**src/rtl/full_adder_pkg.sv**
```systemverilog
// Shared types for the registered 8-bit adder.
// Optional signed-overflow output is enabled by FULL_ADDER_8BIT_OVF_EN.
package full_adder_pkg;
    localparam int ADD_WIDTH = 8;
    typedef logic [ADD_WIDTH-1:0] add_word_t;
endpackage

```
**src/rtl/full_adder_bit.sv**
```systemverilog
// One-bit combinational full adder: the ripple cell of full_adder_8bit.
module full_adder_bit (
    input  logic a,
    input  logic b,
    input  logic cin,
    output logic s,
    output logic cout
);
    assign s    = a ^ b ^ cin;
    assign cout = (a & b) | (a & cin) | (b & cin);
endmodule

```
**src/rtl/full_adder_8bit.sv**
```systemverilog
// Registered ripple-carry adder: {Cout, Sum} = A + B + Cin, one cycle latency.
// Define FULL_ADDER_8BIT_OVF_EN to add the registered signed-overflow output Ovf.
module full_adder_8bit
    import full_adder_pkg::*;
#(
    parameter int WIDTH = ADD_WIDTH
) (
    input  logic      clk,
    input  logic      rst_n,
    input  logic      valid_i,
    input  add_word_t A,
    input  add_word_t B,
    input  logic      Cin,
    output logic      valid_o,
    output add_word_t Sum,
    output logic      Cout
`ifdef FULL_ADDER_8BIT_OVF_EN
    ,
    output logic      Ovf
`endif
);
    logic [WIDTH:0]   c;
    logic [WIDTH-1:0] s;

    assign c[0] = Cin;

    // Carry ripples LSB to MSB through one cell per bit; this chain is the critical path.
    for (genvar i = 0; i < WIDTH; i++) begin : g_bit
        full_adder_bit u_bit (
            .a   (A[i]),
            .b   (B[i]),
            .cin (c[i]),
            .s   (s[i]),
            .cout(c[i+1])
        );
    end

    // Result registers only load on valid_i, so junk operands on idle cycles never reach them.
    always_ff @(posedge clk or negedge rst_n) begin
        if (!rst_n) begin
            valid_o <= 1'b0;
            Sum     <= '0;
            Cout    <= 1'b0;
`ifdef FULL_ADDER_8BIT_OVF_EN
            Ovf     <= 1'b0;
`endif
        end else begin
            valid_o <= valid_i;
            if (valid_i) begin
                Sum  <= s;
                Cout <= c[WIDTH];
`ifdef FULL_ADDER_8BIT_OVF_EN
                Ovf  <= c[WIDTH-1] ^ c[WIDTH];
`endif
            end
        end
    end
endmodule

```
**config.mk**
```make
export PLATFORM = sky130hd
export DESIGN_NAME = full_adder_8bit
export DESIGN_NICKNAME = d
export VERILOG_FILES = /design/src/rtl/full_adder_pkg.sv /design/src/rtl/full_adder_bit.sv /design/src/rtl/full_adder_8bit.sv
export SDC_FILE = /design/constraint.sdc
export NUM_CORES = 1
export LEC_CHECK = 0
export ABC_AREA = 1
export BUFFER_PORTS_ARGS = -buffer_cell sky130_fd_sc_hd__buf_2
export CAP_MARGIN = 25
export CELL_PAD_IN_SITES_DETAIL_PLACEMENT = 0
export CELL_PAD_IN_SITES_GLOBAL_PLACEMENT = 1
export CORE_UTILIZATION = 30
export CTS_CLUSTER_SIZE = 20
export DETAILED_ROUTE_END_ITERATION = 8
export GPL_TIMING_DRIVEN = 0
export PLACE_DENSITY_LB_ADDON = 0.1
export SYNTH_ARGS = -nofsm -noshare
export SYNTH_HDL_FRONTEND = slang
export SYNTH_HIERARCHICAL = 1
export SYNTH_SLANG_ARGS = --single-unit
```
**constraint.sdc**
```tcl
create_clock -name clk -period 0.8 [get_ports clk]
set_input_delay 0.12 -clock clk [delete_from_list [all_inputs] [get_ports clk]]
set_output_delay 0.12 -clock clk [all_outputs]
set_load 0.005 [all_outputs]
```
Yosys cells after proc, flatten, opt, wreduce, memory -nomap -nowiden
Cells that the tools add are included.
W data, S select, Z words.
{ "classes": {"bitwise": 56} }
{ "op_table": {"columns": ["op", "count"], "rows": [
  ["$and A1 B1 Y1", 24],
  ["$or A1 B1 Y1", 16],
  ["$xor A1 B1 Y1", 16]
]} }
{ "totals": {"wordCells": 59, "reg_bits": 10, "inputBits": 20} }

Logic depth before layout (Yosys ltp)
{ "logic_depth": {"ltp_word": 24, "depth_mapped": 10, "depth_no_buf": 10} }

Cells and area by module
The synthesis kept the hierarchy.
{ "by_module_without_submodules": {"columns": ["mod", "instances", "cells_each", "seq_area_each_um2", "area_per_inst_um2"], "rows": [
  ["full_adder_8bit", 1, 39, 250.2, 366.6],
  ["full_adder_bit", 8, 1, 0.0, 20.0]
]} }

Worst setup path after synthesis
OpenSTA, ideal clock, no wires.
{ "synth_timing": {"kind": "input to register", "startpoint": "in A[0]", "endpoint": "reg Sum[7]", "path_stages": 10, "arrival_ps": 3351, "setup_time_ps": 116, "path_slack_ps": -2668, "path_buffers": 0, "t_required_ps": 684, "path_cell_list": "fa_1 > fa_1 > fa_1 > fa_1 > fa_1 > fa_1 > fa_1 > fa_1 > nand2_1 > nand2_1"} }
{ "synth_between": {"elab_chain_cells": 22, "elab_cells_between_ends": 29} }
{ "synth_lines": {"columns": ["item", "line", "text"], "rows": [
  ["start, declared", "full_adder_8bit.sv:11", "input add_word_t A,"],
  ["$and A1 B1 Y1", "full_adder_bit.sv:10", "assign cout = (a & b) | (a & cin) | (b & cin);"],
  ["$or A1 B1 Y1 * (2 in a row)", "full_adder_bit.sv:10", null],
  ["$and A1 B1 Y1", "full_adder_bit.sv:10", null],
  ["$or A1 B1 Y1", "full_adder_bit.sv:10", null],
  ["$or A1 B1 Y1 *", "full_adder_bit.sv:10", null],
  ["net c[2]", "full_adder_8bit.sv:22", "logic [WIDTH:0] c;"],
  ["$and A1 B1 Y1", "full_adder_bit.sv:10", null],
  ["$or A1 B1 Y1", "full_adder_bit.sv:10", null],
  ["[... 1 more ...]", null, null],
  ["net c[3]", "full_adder_8bit.sv:22", null],
  ["[... 3 more ...]", null, null],
  ["net c[4]", "full_adder_8bit.sv:22", null],
  ["[... 3 more ...]", null, null],
  ["net c[5]", "full_adder_8bit.sv:22", null],
  ["[... 2 more ...]", null, null],
  ["$or A1 B1 Y1 *", "full_adder_bit.sv:10", null],
  ["net c[6]", "full_adder_8bit.sv:22", null],
  ["$and A1 B1 Y1", "full_adder_bit.sv:10", null],
  ["$or A1 B1 Y1", "full_adder_bit.sv:10", null],
  ["$or A1 B1 Y1 *", "full_adder_bit.sv:10", null],
  ["net c[7]", "full_adder_8bit.sv:22", null],
  ["$xor A1 B1 Y1 *", "full_adder_bit.sv:9", "assign s = a ^ b ^ cin;"],
  ["net s[7]", "full_adder_8bit.sv:23", "logic [WIDTH-1:0] s;"],
  ["end signal, assigned", "full_adder_8bit.sv:50", "Sum <= s;"],
  ["end, declared", "full_adder_8bit.sv:15", "output add_word_t Sum,"]
]} }
The timed path passes the listed nets; every way through them passes the cells marked *.
A chain may end at the register's enable or synchronous reset.

Worst setup path after layout
{ "layout_timing": {"startpoint": "in A[0]", "endpoint": "reg Sum[7]"} }
{ "layout_between": {"elab_chain_cells": 22, "elab_cells_between_ends": 29} }
{ "layout_lines": {"columns": ["item", "line"], "rows": [
  ["$and A1 B1 Y1", "full_adder_bit.sv:10"],
  ["$or A1 B1 Y1 * (2 in a row)", "full_adder_bit.sv:10"],
  ["net c[1]", "full_adder_8bit.sv:22"],
  ["$and A1 B1 Y1", "full_adder_bit.sv:10"],
  ["$or A1 B1 Y1", "full_adder_bit.sv:10"],
  ["$or A1 B1 Y1 *", "full_adder_bit.sv:10"],
  ["net c[2]", "full_adder_8bit.sv:22"],
  ["$and A1 B1 Y1", "full_adder_bit.sv:10"],
  ["[... 2 more ...]", null],
  ["net c[3]", "full_adder_8bit.sv:22"],
  ["[... 3 more ...]", null],
  ["net c[4]", "full_adder_8bit.sv:22"],
  ["[... 3 more ...]", null],
  ["net c[5]", "full_adder_8bit.sv:22"],
  ["[... 2 more ...]", null],
  ["$or A1 B1 Y1 *", "full_adder_bit.sv:10"],
  ["net c[6]", "full_adder_8bit.sv:22"],
  ["$and A1 B1 Y1", "full_adder_bit.sv:10"],
  ["$or A1 B1 Y1", "full_adder_bit.sv:10"],
  ["$or A1 B1 Y1 *", "full_adder_bit.sv:10"],
  ["net c[7]", "full_adder_8bit.sv:22"],
  ["$xor A1 B1 Y1 *", "full_adder_bit.sv:9"],
  ["net s[7]", "full_adder_8bit.sv:23"]
]} }
Marked as above.

==> reports/summary.txt <==
========================================================================================
Run status                                                                  finished with violations
Violations in the final reports                                             design-rule violations, negative setup slack
Number of global-route vias before repair                                            417
Share of the yosys chip area belonging to registers                                47.5%
Net switching component of the power                                              407 uW
Data arrival time at the worst-slack endpoint                                    3.26 ns
Number of search-and-repair iterations in the first detailed-routing pass              5
Wire length reported by the detailed router                                      1120 um
Hold Path End                                                               Sum[6]$_DFFE_PN0P_
Final setup viols                                                                     18
Starting density of the core                                                       33.4%
Inserted Clock Buffers                                                                 3
Start point of the worst min-delay path                                          valid_i
Area of the die                                                                1930 um^2
Clock insertion delay at the later pin of the skew report                        0.26 ns
Pwr/cell area                                                               1850 nW/um^2
Timing-limited maximum frequency                                                 323 MHz
Post-Synthesis Cell Area                                                        527 um^2
Top post-synthesis cells by area                                            sky130_fd_sc_hd__dfrtp_1, sky130_fd_sc_hd__fa_1, sky130_fd_sc_hd__nand2_1, sky130_fd_sc_hd__buf_6, sky130_fd_sc_hd__inv_2
Fill cells                                                                           158
Stage delay of the slowest cell on the critical path                             0.43 ns
Number of cells on the worst reg-to-reg path                                           4
Most frequent cell after synthesis                                          sky130_fd_sc_hd__nand2_1
Std-Cell Rows                                                                         14
Area leader, netlist                                                        sky130_fd_sc_hd__dfrtp_1
Initial antenna violation count                                                        0
Min setup slack post-route                                                      -2.30 ns
Global-route wire length before repair                                           1850 um
Worst voltage drop across the vdd grid                                         0.00111 V
Die boundary height                                                              43.9 um
Cell Chain, Critical Path                                                   buf_6 -> fa_2 -> fa_2 -> fa_2 -> fa_2 -> fa_2 -> fa_2 -> fa_2 -> fa_1 -> nand2_1 -> nand2_1
Number of instances in the synthesized netlist                                        47
Filler-free cell count of the finished design                                        105
CTS HTree Levels                                                                       1
Fraction of power spent switching nets                                             26.6%
Overall power of the completed layout                                            1530 uW
Crit path max fanout                                                                   1
Hold Violations, Final                                                                 0
Number of nets at the end of the flow                                                118
Async S/R FF share, synth                                                           100%
Number of buffers and inverters on the critical path                                   1
HPWL after DPL                                                                    877 um
Number of vias per cell                                                             4.36
Critical path class                                                            in -> reg
Sequential cell fraction of total power                                            40.8%
Number of max-capacitance violations reported                                          0
Share of the cycle needed by the critical path after routing                        387%
Most numerous cell types in the synthesized netlist                         sky130_fd_sc_hd__nand2_1, sky130_fd_sc_hd__dfrtp_1, sky130_fd_sc_hd__fa_1, sky130_fd_sc_hd__buf_6, sky130_fd_sc_hd__inv_2
Width of the die                                                                 43.9 um
Crit Reg-Reg Startpoint                                                     Sum[5]$_DFFE_PN0P_
Share of cells above drive strength 1                                              55.1%
Number of port buffers                                                                29
RD Place Congestion                                                                0.684
Unrepaired setup endpoints after global routing                                      yes
Unique masters post-synth                                                              5
Path type of the worst min-delay path                                          in -> reg
# DRC                                                                                  2
Number of violations reported at the end of detailed-routing iteration 0               9
Predominant post-synthesis flop cell                                        sky130_fd_sc_hd__dfrtp_1
Data required, critical path                                                     0.96 ns
Headroom to the max-slew limit                                                     84.9%
Cells after DPL                                                                       92
Ant diodes                                                                             0
Worst Tran Pin Value                                                            0.226 ns
CP max-delay cell                                                           sky130_fd_sc_hd__fa_1
Total routing usage reported by global routing                                     13.5%
Mean instance size in the synthesized netlist                                  11.2 um^2
Total overflow reported by the global router                                           0
CP Launch Type                                                                input port
Maximum number of pins on one net before global-route repair                          11
Most Frequent Cell on Critical Path                                         sky130_fd_sc_hd__fa_2
Pins over their slew limit                                                             0
Pleak                                                                        0.000446 uW
Overall via count from detail_route                                                  458
Synth Warn #                                                                           6
Clk_skew                                                                            0 ns
Number of synthesized flops with an enable pin                                         0
Synth top area share                                                               47.5%
Post-synthesis to final-layout area growth                                         56.5%
CTS Root Buffer Type                                                        sky130_fd_sc_hd__clkbuf_4
Worst hold margin                                                               0.212 ns
Clock sink total                                                                      10
Routed length per instance                                                       10.6 um
Comb pwr share                                                                     29.5%
Clk network pwr share                                                              29.7%
Maximum root-to-sink buffer count                                                      2
Core Region                                                                    1580 um^2
Internal power                                                                   1120 uW
Worst r2r dst                                                               Sum[5]$_DFFE_PN0P_
Launching instance or port of the critical path                                     A[0]
TritonCTS clock tree                                                                 yes
Minimum period implied by the final worst setup slack                            3.10 ns
Ports                                                                                 30
Post-route antenna net violation count                                                 0
Crit path max-delay family                                                   adder cells
Synthesized Nets                                                                      75
Setup slack, reg-to-reg                                                         -0.03 ns
Worst hold stages                                                                      4
Clock-pin transition on the worst setup and hold timing paths                    0.07 ns
Flop and latch count out of synthesis                                                 10
Crit path capture type                                                          register
========================================================================================
through the flow:
| stage | utilization [%] | worst slack [ns] | TNS [ns] | instance area (um^2) |
|---|---|---|---|---|
| 6_report | 52.3 | -2.30 | -11.94 | 825 |
| 3_3_place_gp | 45.0 | -2.62 | -13.60 | 709 |
| 2_1_floorplan | - | -2.40 | -12.10 | 544 |
| 3_5_place_dp | 45.0 | -2.61 | -13.76 | 709 |
| 5_1_grt | 52.3 | -2.38 | -12.64 | 825 |
| 4_1_cts | 49.4 | -2.30 | -12.10 | 779 |
worst max-delay path by stage:
stage                                     to  slack (ns)  cells after the start
after global routing      Sum[7]$_DFFE_PN0P_       -2.38                     11
final                     Sum[7]$_DFFE_PN0P_       -2.30                     11
after CTS                 Sum[7]$_DFFE_PN0P_       -2.30                     11
after detailed placement  Sum[7]$_DFFE_PN0P_       -2.61                     11
after global placement    Sum[7]$_DFFE_PN0P_       -2.62                     11
after floorplan           Sum[7]$_DFFE_PN0P_       -2.40                     10
sequential cells by signal, summed over array words and instances (netlist names):
register and cells:
Sum 8, Cout 1, valid_o 1
worst register-to-register path, delay by kind of cell (launching register included):
kind	cells	cell delay [ns]
flip-flops	1	0.37
buffers and inverters	2	0.25
AND/OR/NAND/NOR	2	0.10
kinds of logic after synthesis:
family / count (synthesis) / synth area share (%)
fa+ha+maj: 8 / 30.4
simple gates: 27 / 19.2
buf+inv: 2 / 2.85
flops: 10 / 47.5
power by group through the flow:
stage          combinational [uW]  clock [uW]  sequential [uW]
2_1_floorplan                 152           0              644
3_3_place_gp                  349           0              635
3_5_place_dp                  361           0              635
4_1_cts                       386         476              625
5_1_grt                       513         497              631
6_report                      450         455              624
cells in the final DEF, fill, tap and decap left out, drive strengths merged:
master | Yosys | layout
clkbuf | 0 | 4
dfrtp | 10 | 10
dlygate4sd3 | 0 | 2
buf | 1 | 37
inv | 1 | 1
nand2 | 27 | 27
fa | 8 | 8
final cells by class:
class,count,area (um^2),share of cell area (%)
plain buffers,1,11.3,1.37
clock buffers,4,36.3,4.40
inverters,1,3.75,0.455
multi-input cells,35,279,33.8
flip-flops and latches,10,250,30.3
well taps,16,20.0,2.43
repair buffers,38,224,27.2
routing by layer:
layer | track usage, % | share of wire [%] | routed length, um
met1 | 15.9 | 41 | 458
met2 | 23.3 | 53 | 588
met3 | 6.25 | 6.4 | 71
met4 | 1.82 | 0 | 0
met5 | 0 | 0 | 0
what timing repair did:
action	in CTS	in global routing
setup endpoints to repair	18	18
hold buffers	2	0
pin swaps	2	1
hold endpoints to repair	11	0
resized for setup	1	0
buffers inserted	1	6
(Power assumes the default switching activity.)
